<file path="src/rtl/mem_copy_master.sv">
// Word-by-word memory copy engine with a running signed-maximum tracker.
// Each word costs one READ cycle, which captures the combinational readData,
// and one WRITE cycle, which stores that word at the destination.
// The outputs are decoded from the registered state, index and data word.
module mem_copy_master #(
    parameter int CNT_W      = 16,
    parameter int WORD_BYTES = 4
) (
    input  logic             clk,
    input  logic             rst,
    input  logic             start,
    input  logic [31:0]      srcAddr,
    input  logic [31:0]      dstAddr,
    input  logic [CNT_W-1:0] count,
    output logic             memRead,
    output logic             memWrite,
    output logic [31:0]      Address,
    output logic [31:0]      writeData,
    input  logic [31:0]      readData,
    output logic             busy,
    output logic             done,
    output logic [31:0]      maxVal,
    output logic [CNT_W-1:0] maxIdx
);

    typedef enum logic [1:0] {
        ST_IDLE  = 2'd0,
        ST_READ  = 2'd1,
        ST_WRITE = 2'd2,
        ST_DONE  = 2'd3
    } state_t;

    state_t           state_q,   state_d;
    logic [31:0]      src_q,     src_d;
    logic [31:0]      dst_q,     dst_d;
    logic [CNT_W-1:0] cnt_q,     cnt_d;
    logic [CNT_W-1:0] idx_q,     idx_d;
    logic [31:0]      data_q,    data_d;
    logic [31:0]      max_val_q, max_val_d;
    logic [CNT_W-1:0] max_idx_q, max_idx_d;

    logic [31:0]      word_off_s;
    logic [CNT_W-1:0] last_idx_s;

    // Byte offset of the current word; 32-bit arithmetic wraps silently.
    always_comb begin
        word_off_s = 32'(idx_q) * 32'(WORD_BYTES);
        last_idx_s = cnt_q - CNT_W'(1);
    end

    // State register and datapath registers; reset wins over everything.
    always_ff @(posedge clk) begin
        if (rst) begin
            state_q   <= ST_IDLE;
            src_q     <= 32'h0000_0000;
            dst_q     <= 32'h0000_0000;
            cnt_q     <= '0;
            idx_q     <= '0;
            data_q    <= 32'h0000_0000;
            max_val_q <= 32'h0000_0000;
            max_idx_q <= '0;
        end else begin
            state_q   <= state_d;
            src_q     <= src_d;
            dst_q     <= dst_d;
            cnt_q     <= cnt_d;
            idx_q     <= idx_d;
            data_q    <= data_d;
            max_val_q <= max_val_d;
            max_idx_q <= max_idx_d;
        end
    end

    // Next-state logic: launch, word sequencing and max tracking.
    always_comb begin
        state_d   = state_q;
        src_d     = src_q;
        dst_d     = dst_q;
        cnt_d     = cnt_q;
        idx_d     = idx_q;
        data_d    = data_q;
        max_val_d = max_val_q;
        max_idx_d = max_idx_q;
        case (state_q)
            ST_IDLE: begin
                if (start) begin
                    src_d     = srcAddr;
                    dst_d     = dstAddr;
                    cnt_d     = count;
                    idx_d     = '0;
                    max_val_d = 32'h0000_0000;
                    max_idx_d = '0;
                    if (count == '0) begin
                        state_d = ST_DONE;
                    end else begin
                        state_d = ST_READ;
                    end
                end else begin
                    state_d = ST_IDLE;
                end
            end
            ST_READ: begin
                data_d = readData;
                // Word 0 always seeds the max; later words need a strict
                // signed win, so ties keep the earliest index.
                if ((idx_q == '0) || ($signed(readData) > $signed(max_val_q))) begin
                    max_val_d = readData;
                    max_idx_d = idx_q;
                end else begin
                    max_val_d = max_val_q;
                end
                state_d = ST_WRITE;
            end
            ST_WRITE: begin
                if (idx_q == last_idx_s) begin
                    state_d = ST_DONE;
                end else begin
                    idx_d   = idx_q + CNT_W'(1);
                    state_d = ST_READ;
                end
            end
            ST_DONE: begin
                state_d = ST_IDLE;
            end
            default: begin
                state_d = ST_IDLE;
            end
        endcase
    end

    // Output decode from the registered state; idle buses are held at zero.
    always_comb begin
        memRead   = 1'b0;
        memWrite  = 1'b0;
        Address   = 32'h0000_0000;
        writeData = 32'h0000_0000;
        busy      = 1'b0;
        done      = 1'b0;
        case (state_q)
            ST_IDLE: begin
                busy = 1'b0;
            end
            ST_READ: begin
                memRead = 1'b1;
                Address = src_q + word_off_s;
                busy    = 1'b1;
            end
            ST_WRITE: begin
                memWrite  = 1'b1;
                Address   = dst_q + word_off_s;
                writeData = data_q;
                busy      = 1'b1;
            end
            ST_DONE: begin
                done = 1'b1;
                busy = 1'b1;
            end
            default: begin
                busy = 1'b0;
            end
        endcase
    end

    assign maxVal = max_val_q;
    assign maxIdx = max_idx_q;

endmodule

</file>
<file path="config.mk">
export PLATFORM = sky130hd
export DESIGN_NAME = mem_copy_master
export DESIGN_NICKNAME = d
export VERILOG_FILES = /design/src/rtl/mem_copy_master.sv
export SDC_FILE = /design/constraint.sdc
export NUM_CORES = 1
export LEC_CHECK = 0
export BUFFER_PORTS_ARGS = -buffer_cell sky130_fd_sc_hd__buf_2
export CELL_PAD_IN_SITES_DETAIL_PLACEMENT = 1
export CELL_PAD_IN_SITES_GLOBAL_PLACEMENT = 1
export CORE_MARGIN = 1.5
export CORE_UTILIZATION = 42
export CTS_BUF_LIST = sky130_fd_sc_hd__clkbuf_4
export DETAILED_ROUTE_END_ITERATION = 8
export PLACE_DENSITY_LB_ADDON = 0.1
export SETUP_SLACK_MARGIN = 0.02
export SYNTH_ARGS = -nofsm -noshare
export SYNTH_HDL_FRONTEND = slang
export SYNTH_SLANG_ARGS = --single-unit
</file>
<file path="constraint.sdc">
create_clock -name clk -period 5.6 [get_ports clk]
set_clock_uncertainty 0.1 [all_clocks]
set_input_delay 0.56 -clock clk [delete_from_list [all_inputs] [get_ports clk]]
set_output_delay 0.56 -clock clk [all_outputs]
set_load 0.01 [all_outputs]
</file>
# --- After elaboration in Yosys (flattened, before gate mapping) ---
# Cells that the tools add are included.
word_totals:
  ff_bits: 178
  output_inout_bits: 116
  input_bits: 115
classes:
  n_eq_ne: 7
  n_mux: 18
  n_lt_le_gt_ge: 1
  n_reduce_logical: 10
  n_addsub: 4
op_table:
  columns: ["cell", "count"]
  rows:
  - ["$pmux 32 s2", 2]
  - ["$mux 32", 3]
  - ["$add 32x18->32", 2]
  - ["$pmux 16 s2", 2]
  - ["$mux 16", 3]
  - ["$gt 32x32->1", 1]
  - ["$logic_not 16->1", 2]
  - ["$add 16x1->16 const B", 1]
  - ["$eq 16x16->1", 1]
  - ["$sub 16x1->16 const B", 1]
  - ["$pmux 2 s4", 1]
  - ["$mux 2", 3]
  - ["$ne 2x2->1 const B", 3]
  - ["$reduce_and 3->1", 2]
  - ["$eq 2x2->1 const B", 2]
  - ["$reduce_bool 2->1", 2]
  - ["$mux 1", 3]
  - ["$reduce_or 3->1", 1]
  - ["$eq 2x1->1 const B", 1]
  - ["$logic_not 2->1", 1]
  - ["$pmux 1 s2", 1]
  - ["$reduce_and 2->1", 1]
  - ["$logic_or 1x1->1", 1]

# --- Logic depth before layout (Yosys ltp) ---
logic_depth:
  ltp_word: 4
  mapped_depth: 17

# --- Worst setup path after synthesis ---
# No wires, ideal clock.
synth_timing:
  kind: "reg-to-output"
  start: "register state_q[0]"
  end: "output Address[31]"
  path_buffers: 5
  stages_incl_launch_ff: 17
  t_required_ns: 4.940
  slack_ns: 0.142
  arrival_ns: 4.798
  cell_sequence: "dfxtp_1 -> inv_1 -> ha_1 -> buf_2 -> buf_6 -> clkbuf_1 -> clkbuf_1 -> clkbuf_1 -> mux2_2 -> ha_1 -> o21a_1 -> o21a_1 -> o22ai_1 -> o311ai_0 -> a311oi_1 -> nor3_1 -> nor3b_1"
synth_via:
  elab_chain_len: 2
  word_cells_on_any_way: 3
  cone_classes: "2 x eq/ne; 1 x mux"
synth_rtl:
  columns: ["element", "line_no", "text"]
  rows:
  - ["start: declaration", "33", "state_t state_q, state_d;"]
  - ["start signal: assignment", "63", "state_q <= state_d;"]
  - ["$eq 2x2->1 / $eq 2x1->1 (equally long branches)", "139", "case (state_q)"]
  - ["$pmux 32 s2 (*)", "139", null]
  - ["end: declaration", "17", "output logic [31:0] Address,"]
# Mark *: on every way between the ends. The rest lies on a longest branch, timed or not.

# --- Worst setup path after layout ---
layout_timing:
  start: "register state_q[0]"
  end: "output Address[29]"
# Same word-level chain as after synthesis.

==> reports/results.txt <==
Status: complete, no violations
Final WL: 30700 um
RSZ-0062 raised after global routing: no
H-tree levels: 4
DP Area: 11700 um^2
Post-route cell area: 12100 um^2
Layout area overhead: 15.7%
IO Pins: 231
Post-synthesis simple-gate area fraction: 26.5%
Post-synth ARST share: 0%
Gpl congestion: 0.850
WP data arrival: 4370 ps
Leak Pwr: 5.09 nW
DR pass1 iterations: 4
Crit Path Max Fanout: 23
Max-cap check violation count: 0
1st-iter DRT viols: 450
Final period utilization: 89.8%
Most area-hungry cell type in the Yosys netlist: dfxtp_1
Setup TNS Final: 0 ps
Synth Area in Adders: 7.38%
Syn Area/Cell: 8.23 um^2
Crit. End Element: primary output
Most used DFF post-synth: dfxtp_1
Final hold viol count: 0
# nets final: 1623
Largest family of logic cells by synthesized area: simple AND/OR/NAND/NOR gates
First-pass GRT wire length: 49600 um
Yosys Warn Count: 0
Via count: 9569
Vias in the first global route: 9463
Core Area: 24400 um^2
Post-Synthesis Cells: 1268
Dpl cells: 1752
Clk sinks: 178
Number of flops mapped to enable cells by yosys: 0
Std-Cell Rows: 57
Setup crit start kind: flip-flop
Largest net degree at the start of global routing: 111
Max Slew Vio Count: 0
FF+latch count, synth: 178
Reg clk slew, reported paths: 150 ps
Initial antenna violation count: 3
Gr usage total: 23.8%
Final std cells w/o fill: 1785
Worst-skew pair later-pin latency: 570 ps
Clock Path Buffers: 2
CP required: 4940 ps
Count leader, synth: nand2_1
Hpwl dp: 22400 um
Cts hold-fix bufs: 0
Post-synth top area share: 34.1%
Max Clk Rate: 199 MHz
XOR/XNOR Fraction of Synth Area: 2.35%
Num CTS Buffers: 17
Syn nets: 1444
Slew headroom: 33.3%
Peak supply drop: 0.000134 V
Top cells by instance count after synthesis: 201 x nand2_1, 178 x dfxtp_1, 123 x a21oi_1, 95 x mux2i_1, 66 x nor2_1
Root buffer cell: clkbuf_4
Part of the Yosys area used for sequential elements: 34.1%
Hold crit path type: input pin to flip-flop
CP Class: flip-flop to primary output
Minimum clock period: 5030 ps
Synth Area in Compound Gates: 13.4%
Slew @ Worst Pin: 1000 ps
Netlist cell types: 74
Final setup fails: 0
Post-Syn Area: 10400 um^2
Routed Antenna Nets: 0
Mux share of post-synthesis cell area: 10.9%
Vias per cell: 5.36
Die X: 161 um
Post-DR wirelength/cell: 17.2 um
Grt total ovfl: 0
Residual DRC count: 0
Initial Utilization: 42.8%
Synth area leaders: dfxtp_1 34%, mux2i_1 9.1%, nand2_1 7.2%, ha_1 7.2%, a21oi_1 5.9%
Die Area: 25800 um^2
PD cells: 221 nW/um^2
Layout cells sized above 1: 21.7%
CTS tree: done
IO buf count: 230
Die height: 161 um
==> sequential cells by signal (all words and copies together) (netlist names) <==
signal / flops
cnt_q: 16
data_q: 32
dst_q: 32
idx_q: 16
maxIdx: 16
maxVal: 32
src_q: 32
state_q: 2
==> power by group <==
group	internal, W	total (W)	leakage (nW)	switching [W]
clock	0.000410	0.000858	0.179	0.000449
sequential	0.00132	0.00136	1.45	0.0000409
combinational	0.000190	0.000452	3.46	0.000262
==> worst max-delay path: stages (launching register included) <==
cell and delay [ps]:
dfxtp_1 370, inv_1 160, ha_4 390, mux2_2 380
ha_1 340, o21ai_0 90, o21bai_1 190, o22ai_1 200
o311ai_1 620, a311oi_1 180, buf_4 220, o31a_1 280
nor3_1 200, buf_2 180
==> cells in the final DEF (no fill, tap or decap), types with 4 or more instances in the layout <==
cell type  Yosys  final
nor2_1        66     66
o21a_1         7      7
mux2_2        17     17
nand4_1       17     17
xor2_1        13     13
buf_2          4    229
a21o_1         6      6
nand3b_1      49     49
inv_1         49     49
a21oi_1      123    123
mux2i_1       95     95
o21ai_2        3      4
bufinv_16      0      5
o211ai_1      10     10
nand3_1       26     26
and2_1        40     39
xnor2_1       15     15
or2_2          5      5
clkbuf_4       0     20
nor3_1        19     19
a31oi_1        7      7
buf_4          0     11
nor2b_1        6      6
or3_1         11     11
nor4_1        12     12
a211oi_1       4      4
o31a_1         4      4
nand2_1      201    200
and3_1         6      5
ha_1          60     58
or4_1         12     12
dfxtp_1      178    178
o21ai_0       20     20
nand2b_1      50     50
==> through the flow <==
step / hold slack, ps / util [%] / total power (W) / setup WS [ps]
finish: 110 / 49.5 / 0.00267 / 569
detailed placement: 348 / 48.1 / 0.00185 / 961
floorplan: 333 / - / 0.00170 / 142
CTS: 56.2 / 49.5 / 0.00271 / 304
global placement: 340 / 48.1 / 0.00183 / 1010
global route: 62.5 / 49.5 / 0.00281 / 156
==> per-layer routing <==
| metal | GRT usage, % | share of wire (%) | up-vias | wire (um) |
|---|---|---|---|---|
| met2 | 41.6 | 49 | 170 | 15000 |
| met4 | 6.20 | 1.6 | 0 | 498 |
| met3 | 3.69 | 3.6 | 32 | 1120 |
| li1 | - | - | 4766 | - |
| met1 | 30.6 | 46 | 4601 | 14000 |
| met5 | 0 | 0 | - | 0 |
==> cell type report <==
cell class,count,area (um^2)
Antenna cell,3,7.51
Tap cell,324,405
Sequential cell,178,3560
Inverter,49,184
Multi-Input combinational cell,961,6350
Timing Repair Buffer,240,1230
Clock inverter,10,185
Clock buffer,20,150
Fill cell,3084,12300
==> final timing paths <==
kind	cells past startpoint	endpoint	start	slack [ps]
setup / recovery	13	Address[29]	state_q[0]	570
setup reg to reg	8	state_q[1]	state_q[0]	2320
hold / removal	3	src_q[6]	srcAddr[6]	110
hold reg to reg	2	src_q[21]	src_q[21]	360
==> logic make-up (layout without fill, tap and decap cells) <==
group,after synthesis,after routing
AOI/OAI and AO/OA,225,225
xor gates and xnor gates,28,28
adders and majority gates,61,61
buffers and inverters,129,319
DFF,178,178
muxes,112,112
other,0,3
and+or+nand+nor,535,535
==> timing repair <==
| item | 4_1_cts | 5_1_grt |
|---|---|---|
| buffers inserted | 0 | 0 |
| setup endpoints to repair | 0 | 3 |
| resized for setup | 0 | 1 |
Note: power is estimated with default switching activity, not from simulation.
